===== src/rtl/pc_fetch_ctrl.sv =====
// Program counter and fetch sequencer: IDLE/RUN/DONE control with sequential,
// absolute and PC-relative next-address selection and a saturating retire counter.
module pc_fetch_ctrl #(
    parameter int unsigned PC_W       = 10,
    parameter logic [PC_W-1:0] START_ADDR = '0,
    parameter int unsigned CNT_W      = 16
) (
    input  logic             Clk,
    input  logic             Reset,
    input  logic             Start,
    input  logic [PC_W-1:0]  StartAddr,
    input  logic             Stall,
    input  logic             BranchEn,
    input  logic             BranchRel,
    input  logic [PC_W-1:0]  Target,
    input  logic             Halt,
    output logic [PC_W-1:0]  PC,
    output logic             Running,
    output logic             Done,
    output logic [CNT_W-1:0] InstCount
);

    typedef enum logic [1:0] {
        ST_IDLE = 2'd0,
        ST_RUN  = 2'd1,
        ST_DONE = 2'd2
    } state_t;

    state_t           state_q, state_d;
    logic [PC_W-1:0]  pc_q, pc_d;
    logic [CNT_W-1:0] cnt_q, cnt_d;
    logic [CNT_W-1:0] cnt_inc;

    // Retire counter sticks at all-ones instead of wrapping.
    assign cnt_inc = (cnt_q == {CNT_W{1'b1}}) ? cnt_q : cnt_q + CNT_W'(1);

    always_comb begin
        // NOTE: every next-state signal gets its hold value first, so no path
        // through the case below can leave one unassigned and infer a latch.
        state_d = state_q;
        pc_d    = pc_q;
        cnt_d   = cnt_q;

        unique case (state_q)
            ST_IDLE, ST_DONE: begin
                if (Start) begin
                    pc_d    = StartAddr;
                    cnt_d   = '0;
                    state_d = ST_RUN;
                end
            end
            ST_RUN: begin
                // Stall beats Halt beats branch beats sequential; Start is ignored here.
                if (!Stall) begin
                    cnt_d = cnt_inc;
                    if (Halt) begin
                        state_d = ST_DONE;
                    end else if (BranchEn) begin
                        pc_d = BranchRel ? pc_q + Target : Target;
                    end else begin
                        pc_d = pc_q + PC_W'(1);
                    end
                end
            end
            default: begin
                state_d = ST_IDLE;
            end
        endcase
    end

    // NOTE: state registers use non-blocking assignments so every flop samples
    // the pre-edge values regardless of process ordering.
    always_ff @(posedge Clk or posedge Reset) begin
        if (Reset) begin
            state_q <= ST_IDLE;
            pc_q    <= START_ADDR;
            cnt_q   <= '0;
        end else begin
            state_q <= state_d;
            pc_q    <= pc_d;
            cnt_q   <= cnt_d;
        end
    end

    assign PC        = pc_q;
    assign InstCount = cnt_q;
    assign Running   = (state_q == ST_RUN);
    assign Done      = (state_q == ST_DONE);

endmodule


===== config.mk =====
export PLATFORM = sky130hd
export DESIGN_NAME = pc_fetch_ctrl
export DESIGN_NICKNAME = d
export VERILOG_FILES = /design/src/rtl/pc_fetch_ctrl.sv
export SDC_FILE = /design/constraint.sdc
export NUM_CORES = 1
export LEC_CHECK = 0
export ABC_AREA = 1
export ABC_CLOCK_PERIOD_IN_PS = 1800
export CORE_MARGIN = 2
export CORE_UTILIZATION = 47
export DETAILED_ROUTE_END_ITERATION = 8
export PLACE_DENSITY = 0.74
export SKIP_LAST_GASP = 1
export SYNTH_ARGS = -nofsm -noshare
export SYNTH_HDL_FRONTEND = slang
export SYNTH_SLANG_ARGS = --single-unit

===== constraint.sdc =====
create_clock -name Clk -period 1.8 [get_ports Clk]
set_input_delay 0.18 -clock Clk [delete_from_list [all_inputs] [get_ports Clk]]
set_output_delay 0.18 -clock Clk [all_outputs]
set_load 0.01 [all_outputs]

# Word level (Yosys, flattened, before mapping)
# Index checks and enable logic that the tools add are counted.
[word_totals] reg_bits=28 inputBits=27 out_inout_bits=28 wordCells=34
[op_classes] add_sub_neg=3 eq_ne=8 muxes=14 n_reduce_logical=6
[op_table] operator="2-to-1 mux 10 bit" n=5
[op_table] operator="2-to-1 mux 16 bit" n=3
[op_table] operator="case mux 16 bit (2 select lines)" n=1
[op_table] operator="case mux 10 bit (2 select lines)" n=1
[op_table] operator="adder 16 x 1 -> 16 bit, second input constant" n=1
[op_table] operator="== test 16 bit, second input constant" n=1
[op_table] operator="adder 10 x 1 -> 10 bit, second input constant" n=1
[op_table] operator="adder 10 bit" n=1
[op_table] operator="inequality test 2 bit, second input constant" n=5
[op_table] operator="AND reduction 4 bit" n=2
[op_table] operator="2-to-1 mux 2 bit" n=3
[op_table] operator="case mux 2 bit (2 select lines)" n=1
[op_table] operator="AND reduction 3 bit" n=1
[op_table] operator="== test 2 x 1 -> 1 bit, second input constant" n=1
[op_table] operator="== test 2 bit, second input constant" n=1
[op_table] operator="logical NOT 2 bit" n=1
[op_table] operator="nonzero test 2 bit" n=1
[op_table] operator="OR reduction 2 bit" n=1

# Longest topological paths before layout
[logic_depth] ltp_word=6 mapped_depth=13 mapped_depth_nobuf=13

# Worst setup path after synthesis
# No wires, ideal clock.
[synth_timing] path_type="flip-flop to flip-flop" start="reg pc_q[0], in the netlist PC[0]" end="reg pc_q[6], in the netlist PC[6]" setup_ns=0.116 arrival_ns=1.699 required_ns=1.684 setup_slack_ns=-0.015 path_stages_with_launch=12 path_buffers=0 period_less_slack_ns=1.815 path_cell_list="dfrtp_1 -> ha_1 -> fa_1 -> nand2_1 -> nand3_1 -> nand3b_1 -> a21o_1 -> nand3_1 -> nand2_1 -> nand2_1 -> nand2_1 -> nand2_1"
[synth_between] elab_chain_len=6 word_cells_on_any_way=7 cone_classes="2 x add/sub; 5 x mux"
[synth_rtl] element="start: declaration" line_no="30" source="logic [PC_W-1:0] pc_q, pc_d;"
[synth_rtl] element="start signal: assignment" line_no="80" source="pc_q <= pc_d;"
[synth_rtl] element="adder 10 bit" line_no="59" source="pc_d = BranchRel ? pc_q + Target : Target;"
[synth_rtl] element="2-to-1 mux 10 bit" line_no="59"
[synth_rtl] element="2-to-1 mux 10 bit *" line_no="58" source="end else if (BranchEn) begin"
[synth_rtl] element="2-to-1 mux 10 bit *" line_no="56" source="if (Halt) begin"
[synth_rtl] element="2-to-1 mux 10 bit *" line_no="54" source="if (!Stall) begin"
[synth_rtl] element="case mux 10 bit (2 select lines) *" line_no="44" source="unique case (state_q)"
# Mark *: on every way between the ends. The rest lies on a longest branch, timed or not. The select of a mux whose other input is x is not followed.
# A chain may end at the register's enable or synchronous reset.

# Worst setup path in the final report
# Same ends and word-level chain as after synthesis.

==> impl_metrics.ini <==
[timing]
period_share_pct = 96.6
fin_skew_ns = 0.00791
slew_viol_final = 0
worst_slack_ns = 0.0619
worst-slew-pin-transition_ns = 0.490
fmax_mhz = 575
period_minus_slack_ns = 1.74
slew-limit-headroom_pct = 67.3
hold_violations = 0
rsz0062_at_grt = true
finalSetupViolCount = 0

[synth]
synth_top_area_share_pct = 27.8
yosys_warnings = 0
synthMuxAreaShare_pct = 0
yosys.area.top_type = dfrtp_1
async_flop_share_pct = 100
syn_area_um2 = 2520
yosysSeqAreaShare_pct = 27.8
ys_ff_latch = 28
synth_ff_type = dfrtp_1
synthSimpleGateAreaFrac_pct = 41.0
synth_xor_area_share_pct = 5.21
synthAdderAreaFrac_pct = 6.25
synthTopCellsByArea = dfrtp_1 28%, nand2_1 15%, nor2_1 8.8%
yosysUniqueCellTypes = 34
syn-num-nets = 422
syn_area_per_cell_um2 = 6.59
synth-compound-area-share_pct = 11.3
synth_edf_count = 0
syn_inst = 383
synth_top_family_by_area = simple AND/OR/NAND/NOR gates

[clock_tree]
cts_buffers = 3
insertion_delay_ns = 0.27
clockBufferDepth = 2
tritoncts = yes
cts_hold_buf = 0
cts.clk_slew.worst_paths_ns = 0.10
cts_max_level = 1
cts_root_buf = clkbuf_8
clock_sinks = 28

[hold_path]
holdCritPathClass = in2async

[layout]
post-route-util_pct = 67.6
antenna_cells = 0
syn_to_final_growth_pct = 37.8
drive_gt1_share_pct = 17.4
final_nets = 510
num-fill-cells = 488

[die]
start_util_pct = 49.1
fp.dieW_um = 77.3
num_rows = 26
io_pins = 55
core_area_um2 = 5140
die_h_um = 77.3
die-area_um2 = 5970

[drt]
avgRoutedWirePerCell_um = 12.8
dr_wl_met3_um = 404
drc = 0
drtIter0Drc = 176
drtAntennaViolNets = 0
via_per_inst = 5.16
wl_met2_um = 3500
wl_met1_um = 2990
num_vias = 2789
routed.top_layer = met4
first_pass_iters = 4
wl_um = 6930

[critical_path]
required_ns = 1.97
cp_max_fo = 3
critPathLaunchType = flop
arrival_ns = 1.91
crit_type = reg2reg
critPathCaptureType = flop

[global_route]
grt-ovfl-total = 0
grt_max_degree = 29
antenna_found_initial = 0
grt_pass1_vias = 2690
grt_pass1_wl_um = 11900
grt_util_all_layers_pct = 23.9

[placed_design]
io_buffers = 54
dp_hpwl_um = 5410
post-place-ws_ns = -0.309
gp_congestion = 0.873

[power]
p_leak_nw = 1.61
power-per-cell-area_nw_per_um2 = 1310
ir_drop_v = 0.000784

[flow_run]
maxCapViolCount = 0

[run_status]
status = complete, no violations
Yosys cell counts (all sizes together) (3+ instances only):
library cell,instances
nor3,13
nor2,61
nand2,109
inv,42
clkbuf,4
a21oi,13
o221ai,3
nand3,34
buf,4
o21ai,24
dfrtp,28
ha,11
nand4,6
or2,4
xor2,14
nand3b,3
cell type report:
| cell class | count | area [um2] | share of cell area [%] |
|---|---|---|---|
| Tap cell | 70 | 87.6 | 2.52 |
| Inverter | 42 | 160 | 4.61 |
| Clock buffer | 4 | 45.0 | 1.30 |
| Timing Repair Buffer | 91 | 818 | 23.5 |
| Sequential cell | 28 | 703 | 20.2 |
| Multi-Input combinational cell | 305 | 1660 | 47.8 |
stage by stage:
stage | instances | cell area, um2 | hold slack [ns] | TNS (ns) | power (W)
floorplan | 383 | 2520 | 0.245 | 0 | 0.00289
global placement | 535 | 3370 | 0.525 | -1.32 | 0.00403
detailed placement | 535 | 3370 | 0.558 | -1.75 | 0.00409
CTS | 539 | 3420 | 0.274 | 0 | 0.00448
global route | 540 | 3480 | 0.320 | -0.118 | 0.00500
finish | 540 | 3480 | 0.261 | 0 | 0.00457
layout by cell type (no fill, tap or decap), types with 3 or more instances in the layout:
cell               n
nand2_1          102
nor2_1            57
clkdlybuf4s50_1   54
inv_1             37
buf_4             37
nand3_1           33
dfrtp_1           26
xor2_1            14
nor3_1            11
o21ai_2           10
a21oi_1           10
o21ai_0            9
ha_1               9
nand4_1            6
o21ai_1            5
inv_2              4
or2_2              4
nand2_2            4
nand2_4            3
nand3b_1           3
a21oi_2            3
o221ai_1           3
clkbuf_8           3
final timing paths:
kind	from	end	slack, ns	cells past startpoint
worst max-delay path	PC[0]$_DFFE_PP0P_	PC[6]$_DFFE_PP0P_	0.06	11
worst min-delay path	Reset	state_q[0]$_DFFE_PP0P_	0.26	3
worst max register to register	PC[0]$_DFFE_PP0P_	PC[6]$_DFFE_PP0P_	0.06	11
worst min register to register	state_q[1]$_DFFE_PP0P_	state_q[1]$_DFFE_PP0P_	0.58	2
max in group asynchronous	Reset	PC[0]$_DFFE_PP0P_	1.25	3
min in group Clk	Halt	state_q[1]$_DFFE_PP0P_	0.54	3
timing repair:
action                     4_1_cts  5_1_grt
gates cloned                     0        0
pin swaps                        0        3
setup endpoints to repair        4        7
resized for setup                3       12
buffers inserted                 0        1
per-layer routing:
metal / GRT usage [%] / vias to the layer above
met5: 0 / -
met4: 6.61 / 0
met3: 2.12 / 4
met2: 43.1 / 76
met1: 30.2 / 1290
li1: - / 1419
report_power, final:
group,switching (W),total [W],leakage [nW],internal [W]
Combinational,0.00181,0.00326,1.22,0.00145
Clock,0.000192,0.000351,0.0228,0.000159
Sequential,0.000159,0.000962,0.364,0.000803
kinds of logic (layout without fill, tap and decap cells):
logic type                 count (synthesis)  in the layout
adders and majority gates                 12             12
buffers and inverters                     50            137
DFF                                       28             28
AOI/OAI and AO/OA                         45             45
and+or+nand+nor                          233            233
xor gates and xnor gates                  15             15
state kept, by name (all words and copies together), names as in the netlist:
register and count:
PC 10, InstCount 16, state_q 2
critical path, stage by stage, from the launching register on:
cell	delay [ns]
dfrtp_2	0.42
ha_2	0.19
fa_2	0.35
nand2_2	0.10
nand3_4	0.08
nand3b_1	0.12
a21o_1	0.12
nand3_1	0.06
nand2_1	0.06
nand2_1	0.04
nand2_1	0.05
nand2_1	0.04
(Power assumes the default switching activity.)
